==> src/rtl/mem_port_arbiter.sv <==
// Arbitrates a fetch port and a load/store port onto one shared memory port.
// Round-robin between the two requesters, with a per-access timeout and a sticky error flag.
module mem_port_arbiter #(
    parameter int TIMEOUT = 255
) (
    input  logic        CLK,
    input  logic        RESET,
    input  logic        I_READ,
    input  logic [31:0] I_ADDRESS,
    output logic [31:0] I_READ_DATA,
    output logic        I_BUSYWAIT,
    input  logic        D_READ,
    input  logic        D_WRITE,
    input  logic [31:0] D_ADDRESS,
    input  logic [31:0] D_WRITE_DATA,
    output logic [31:0] D_READ_DATA,
    output logic        D_BUSYWAIT,
    output logic        M_READ,
    output logic        M_WRITE,
    output logic [31:0] M_ADDRESS,
    output logic [31:0] M_WRITE_DATA,
    input  logic [31:0] M_READ_DATA,
    input  logic        M_ACK,
    output logic        ERROR
);

    typedef enum logic [2:0] {IDLE, I_ACC, D_ACC, I_DONE, D_DONE} state_t;

    localparam logic [8:0] TIMEOUT_W = 9'(TIMEOUT);

    state_t      state_q, state_d;
    logic        last_d_q, last_d_d;
    logic [8:0]  wait_q, wait_d;
    logic        m_read_q, m_read_d;
    logic        m_write_q, m_write_d;
    logic [31:0] m_address_q, m_address_d;
    logic [31:0] m_write_data_q, m_write_data_d;
    logic [31:0] i_read_data_q, i_read_data_d;
    logic [31:0] d_read_data_q, d_read_data_d;
    logic        error_q, error_d;

    logic        grant_i, grant_d;
    logic [8:0]  wait_next;
    logic        timeout_hit;

    // last_d_q set means D won the previous grant, so I wins a tie next time
    assign grant_d     = (D_READ | D_WRITE) & (~I_READ | ~last_d_q);
    assign grant_i     = I_READ & ~grant_d;
    assign wait_next   = wait_q + 9'd1;
    assign timeout_hit = ~M_ACK & (wait_next >= TIMEOUT_W);

    always_ff @(posedge CLK) begin
        if (RESET) begin
            state_q        <= IDLE;
            last_d_q       <= 1'b0;
            wait_q         <= '0;
            m_read_q       <= 1'b0;
            m_write_q      <= 1'b0;
            m_address_q    <= '0;
            m_write_data_q <= '0;
            i_read_data_q  <= '0;
            d_read_data_q  <= '0;
            error_q        <= 1'b0;
        end else begin
            state_q        <= state_d;
            last_d_q       <= last_d_d;
            wait_q         <= wait_d;
            m_read_q       <= m_read_d;
            m_write_q      <= m_write_d;
            m_address_q    <= m_address_d;
            m_write_data_q <= m_write_data_d;
            i_read_data_q  <= i_read_data_d;
            d_read_data_q  <= d_read_data_d;
            error_q        <= error_d;
        end
    end

    always_comb begin
        state_d = state_q;
        case (state_q)
            IDLE: begin
                if (grant_d)
                    state_d = D_ACC;
                else if (grant_i)
                    state_d = I_ACC;
            end
            I_ACC:   if (M_ACK || timeout_hit) state_d = I_DONE;
            D_ACC:   if (M_ACK || timeout_hit) state_d = D_DONE;
            I_DONE:  state_d = IDLE;
            D_DONE:  state_d = IDLE;
            default: state_d = IDLE;
        endcase
    end

    // Memory-side request registers, read-data capture, wait counter and error flag
    always_comb begin
        last_d_d       = last_d_q;
        wait_d         = wait_q;
        m_read_d       = m_read_q;
        m_write_d      = m_write_q;
        m_address_d    = m_address_q;
        m_write_data_d = m_write_data_q;
        i_read_data_d  = i_read_data_q;
        d_read_data_d  = d_read_data_q;
        error_d        = error_q;
        case (state_q)
            IDLE: begin
                if (grant_d) begin
                    last_d_d       = 1'b1;
                    wait_d         = '0;
                    m_address_d    = D_ADDRESS;
                    m_write_data_d = D_WRITE_DATA;
                    m_write_d      = D_WRITE;
                    m_read_d       = D_READ & ~D_WRITE;
                    if (D_READ && D_WRITE)
                        error_d = 1'b1;
                end else if (grant_i) begin
                    last_d_d       = 1'b0;
                    wait_d         = '0;
                    m_address_d    = I_ADDRESS;
                    m_write_data_d = '0;
                    m_write_d      = 1'b0;
                    m_read_d       = 1'b1;
                end
            end
            I_ACC, D_ACC: begin
                if (M_ACK) begin
                    m_read_d  = 1'b0;
                    m_write_d = 1'b0;
                    if (state_q == I_ACC)
                        i_read_data_d = M_READ_DATA;
                    else if (!m_write_q)
                        d_read_data_d = M_READ_DATA;
                end else begin
                    wait_d = wait_next;
                    if (timeout_hit) begin
                        m_read_d  = 1'b0;
                        m_write_d = 1'b0;
                        error_d   = 1'b1;
                    end
                end
            end
            default: ;
        endcase
    end

    always_comb begin
        I_BUSYWAIT = I_READ & (state_q != I_DONE);
        D_BUSYWAIT = (D_READ | D_WRITE) & (state_q != D_DONE);
    end

    assign M_READ       = m_read_q;
    assign M_WRITE      = m_write_q;
    assign M_ADDRESS    = m_address_q;
    assign M_WRITE_DATA = m_write_data_q;
    assign I_READ_DATA  = i_read_data_q;
    assign D_READ_DATA  = d_read_data_q;
    assign ERROR        = error_q;

endmodule

==> config.mk <==
export PLATFORM = sky130hd
export DESIGN_NAME = mem_port_arbiter
export DESIGN_NICKNAME = d
export VERILOG_FILES = /design/src/rtl/mem_port_arbiter.sv
export SDC_FILE = /design/constraint.sdc
export NUM_CORES = 1
export LEC_CHECK = 0
export ABC_AREA = 1
export CORE_MARGIN = 2
export CORE_UTILIZATION = 45
export DETAILED_ROUTE_END_ITERATION = 7
export PLACE_DENSITY = 0.95
export SYNTH_ARGS = -nofsm -noshare
export SYNTH_HDL_FRONTEND = slang
export SYNTH_SLANG_ARGS = --single-unit
==> constraint.sdc <==
create_clock -name CLK -period 3.4 [get_ports CLK]
set_input_delay 1.02 -clock CLK [delete_from_list [all_inputs] [get_ports CLK]]
set_output_delay 1.02 -clock CLK [all_outputs]
set_load 0.05 [all_outputs]
======== Yosys cells after proc, flatten, opt, wreduce, memory -nomap -nowiden ========
Cells that the tools add are included.
word-level totals
  register bits after elaboration ......... 144
  input bits .............................. 134
  output and inout port bits .............. 133
  logic and storage cells ................. 79
operators by class
  $add $sub $neg .......................... 1
  magnitude comparators ................... 1
  equality and inequality tests ........... 12
  multiplexer cells ....................... 27
  bitwise logic cells ..................... 15
  reductions and logical operators ........ 13
operator list
  operator             count
  $mux 32              4
  $mux 9               3
  $pmux 9 s2           1
  $mux 3               4
  $ne 2x2->1 const B   6
  $reduce_and 3->1     4
  $mux 1               11
  $add 9x1->9 const B  1
  $ge 9x8->1 const B   1
  $ne 3x3->1 const B   3
  $pmux 3 s3           1
  $not 1->1            7
  $and 1x1->1          6
  $pmux 1 s2           3
  $reduce_and 5->1     1
  $reduce_and 4->1     1
  $reduce_bool 2->1    2
  $eq 3x1->1 const B   1
  $eq 3x2->1 const B   1
  $logic_not 3->1      1
  $ne 3x2->1 const B   1
  $or 1x1->1           2
  $reduce_and 2->1     1
  $reduce_or 2->1      1
  other kinds (2)      2

======== Depth between registers and ports, before layout ========
Gate-level depths: netlist (run 1).
  word-level depth ........................ 8
  depth in mapped cells ................... 13

======== Worst setup path before layout (run 1) ========
No wires, ideal clock.
  path kind ............................... in2out
  start point ............................. input D_READ
  end point ............................... output D_BUSYWAIT
  data arrival time ....................... 1.897 ns
  required time ........................... 2.380 ns
  path slack .............................. 0.483 ns
  stages .................................. 2
  buffers on the path ..................... 0
  cells stage by stage .................... nor2_1 > a31oi_1
on the way
  cells in the longest elaborated chain, start to end .. 2
RTL lines
  item             RTL line  source
  start, declared  12        input logic D_READ,
  $or 1x1->1       149       D_BUSYWAIT = (D_READ | D_WRITE) & (state_q != D_DONE);
  $and 1x1->1      149
  end, declared    17        output logic D_BUSYWAIT,
Every way passes these cells.

======== Worst setup path after layout (run 1) ========
  start point ............................. input D_WRITE
  end point ............................... output D_BUSYWAIT
on the way
  cells in the longest elaborated chain, start to end .. 2
RTL lines
  item             RTL line  source
  start, declared  13        input logic D_WRITE,
  $or 1x1->1       149
  $and 1x1->1      149
Every way passes these cells.

==> results by group, run 1 <==
Logic synthesis
  • Synth warn: 0
  • Mapped Cells: 754
  • Area share of the largest cell type after synthesis: 50.0%
  • Most frequent cells after synthesis: 157 x a21oi_1, 144 x dfxtp_1, 139 x nand2_1
  • Synth Net Count: between 800 and 900
  • Post-synthesis sequential area ratio: 50.0%
  • Synthesized area: 5770 sq um
  • Top FF cell, synth: dfxtp_1
  • Async SR Flop Fraction: 0%
  • Syn avg cell area: approximately 7.6 sq um
  • Yosys reg bits: 144
  • Top-count cell post-synth: a21oi_1
  • Synth area leaders: dfxtp_1 50%, a21oi_1 14%, nand2_1 9.0%
  • Number of flops mapped to enable cells by yosys: 0
  • Synth area leader: dfxtp_1
  • Synth cell types: 25

Critical path
  • Critical Path Stages: 4
  • Worst Setup End Kind: output port
  • R2R depth: 7
  • Worst reg2reg startpoint: state_q[1]
  • Critical path fanouts, max: 4
  • CP peak stage delay: ~470 ps
  • R2R Path End: M_ADDRESS[17]
  • CP delay by family, top: buffers and inverters
  • Crit path DAT: between 2000 and 2500 ps
  • Path type of the worst setup path: input port to output port
  • WP buf/inv: 2
  • Crit start category: input port
  • Worst endpoint required time: approximately 2400 ps
  • End of the critical path: D_BUSYWAIT
  • R2r setup slk: between 1000 and 1500 ps
  • Crit-path cells: clkdlybuf4s50_1 > nor2_1 > a31oi_1 > buf_12
  • Crit path launch: D_WRITE
  • Slowest cell on crit path: clkdlybuf4s50_1

Detailed routing
  • Final antenna-violating net count: 0
  • Vias/cell: 5.22
  • # DRC: 0
  • Via count: slightly above 6000
  • Initial DRC count: between 400 and 500
  • DR WL/cell: ~16 um
  • Drt pass-1 iters: 5
  • Final WL: 19100 um

Job
  • Max-Cap Viols: 0

Power
  • Sw Pwr: 3.86 mW
  • VDD IR max: 0.662 mV
  • Combinational share of power: between 40% and 50%
  • Internal power: between 4 and 5 mW
  • Switching Share: approximately 44%
  • PwrDens: approximately 950 nW/um^2
  • Share of total power in the clock network: between 20% and 30%
  • Reg power frac: a little over a quarter
  • Leak: 3.40 nW

Placement
  • IO Port Bufs: approximately 270
  • Area after DPL: ~8600 sq um
  • Gp weighted congestion: between 0.8 and 0.9
  • DP HPWL: ~13000 um

Clock network
  • Clock slew at reported path FFs: approximately 60 ps
  • CTS tree: done
  • CTS H-tree lvls: 4
  • Setup repair bufs after CTS: 0
  • Worst-case clock buffer depth: 2
  • Clk root buf: clkbuf_16
  • Cts bufs inserted: 17
  • CTS Sinks: 144
  • Hold-fix buffers at CTS: 0
  • Post-CTS Resized: 0
  • Skew-Pair Late Insertion Delay: approximately 420 ps

GRT
  • Global routing's busiest layer: met2
  • First-pass GRT wire length: 28800 um
  • Tot GR Track Use: between 20 and 30%
  • Grt met3 use: 9.89%
  • Vias in the first global route: between 5000 and 6000
  • Initial antenna violation count: 0
  • Gr ovfl total: 0
  • Met1 usage: 29.3%
  • Largest net degree at the start of global routing: 79
  • M2 GR Usage: between 40% and 50%

Final layout
  • Ant diodes: 0
  • Final nets: between 1000 and 1500
  • Design Area, Final: ~9000 sq um
  • Area growth, synth to finish: 60.3%
  • Sequential cell area: between 2000 and 3000 sq um
  • Fraction of layout cells with a size suffix above 1: under 10%
  • Core Util, Final: 73.6%
  • # fillers: between 800 and 900
  • Area of the multi-input gates: 2430 sq um

STA
  • Slew @ Worst Pin: between 800 and 900 ps
  • Setup Skew: 7.69 ps
  • Worst slew margin: between 40 and 50%
  • Final setup fails: 0
  • Setup TNS Final: 0 ps
  • Final Hold Viols: 0
  • FMAX: between 300 and 400 MHz
  • Crit share post-route: 93.5%
  • Max-slew violation count: 0
  • Min Clock Period, post-route: 3180 ps
  • RSZ-0062 raised after global routing: false

Floorplanning
  • Core Area: 12600 sq um
  • Die width: 117 um
  • Initial Util: a little under half
  • Die Ht: 117 um
  • Die Area: 13700 sq um
  • # IOs: between 200 and 300
  • Row cnt: 41

Worst hold path
  • HP Class: register to register
  • Hold path cells: 2

Status
  • Status: finished, final reports clean
-- power groups by stage --
stage	logic [mW]	registers, mW	clock network [mW]
after floorplan	1.42	3.79	0
after detailed placement	4.26	2.39	0
after CTS	4.29	2.37	2.17
after global placement	4.19	2.36	0
final	4.28	2.37	2.14
after global routing	4.55	2.41	2.24
-- cell families after synthesis --
kind of cell    Yosys count  share of synthesized area (%)
compound gates          246                           22.7
xor+xnor                  2                          0.304
fa+ha+maj                 2                          0.434
buf+inv                 114                           7.98
flops                   144                           50.0
simple gates            246                           18.6
-- final cells by class --
cell class | count | area share [%]
sequential | 144 | 31.2
timing repair buffer | 279 | 30.4
multi-input combinational | 496 | 26.3
clock buffer | 19 | 4.90
clock inverter | 13 | 2.50
inverter | 58 | 2.35
tap | 172 | 2.33
-- how the worst min path moves through the flow --
| stage | startpoint | endpoint | slack [ps] |
|---|---|---|---|
| after floorplan | last_d_q | last_d_q | 450 |
| after global placement | D_READ_DATA[0] | D_READ_DATA[0] | 430 |
| after detailed placement | D_READ_DATA[30] | D_READ_DATA[30] | 440 |
| after CTS | D_READ_DATA[30] | D_READ_DATA[30] | 440 |
| after global routing | D_READ_DATA[30] | D_READ_DATA[30] | 460 |
| final | D_READ_DATA[30] | D_READ_DATA[30] | 440 |
-- layout by cell type (no fill, tap or decap), drive strengths merged --
cell type	count
o21ai	67
clkinvlp	2
a31oi	2
ha	2
o21bai	1
nand2	139
nand3	82
clkinv	5
nand4	5
clkbuf	19
dfxtp	144
nor2	15
inv	58
bufinv	6
clkdlybuf4s50	263
xor2	2
buf	16
nor3	2
or2	3
a21oi	176
-- sequential cells by signal, summed over array words and instances, names as in the netlist --
signal	count
D_READ_DATA	32
ERROR	1
I_READ_DATA	32
M_ADDRESS	32
M_READ	1
M_WRITE	1
M_WRITE_DATA	32
last_d_q	1
state_q	3
wait_q	9
-- metrics by stage --
step / hold slack (ps) / std cells / setup WS, ps / total power, mW
2_1_floorplan: 452 / 754 / 483 / 5.20
3_3_place_gp: 431 / 1149 / 244 / 6.56
3_5_place_dp: 435 / 1149 / 223 / 6.65
4_1_cts: 444 / 1181 / 220 / 8.82
5_1_grt: 455 / 1181 / 166 / 9.20
6_report: 443 / 1181 / 221 / 8.80
-- per-layer routing --
metal | part of all wire (%) | vias to the layer above
met5 | 0 | -
met4 | 4.0 | 0
li1 | - | 3004
met2 | 49 | 274
met1 | 37 | 2828
met3 | 9.5 | 60
-- worst min-delay path: cells and delay by family (launching register included) --
kind	cells	cell delay [ps]
AO/OA/AOI/OAI	1	50
flip-flops	1	310
buffers and inverters	1	40
Power figures use the tool's default switching activity.
==> run 2, diff against run 1 <==
--- a/config.mk
+++ b/config.mk
@@ -10,6 +10,7 @@
 export CORE_UTILIZATION = 45
 export DETAILED_ROUTE_END_ITERATION = 7
 export PLACE_DENSITY = 0.95
+export SLEW_MARGIN = 10
 export SYNTH_ARGS = -nofsm -noshare
 export SYNTH_HDL_FRONTEND = slang
 export SYNTH_SLANG_ARGS = --single-unit
==> results of run 2 <==
Same layout as run 1: the final DEF is identical, and so are final timing and power.
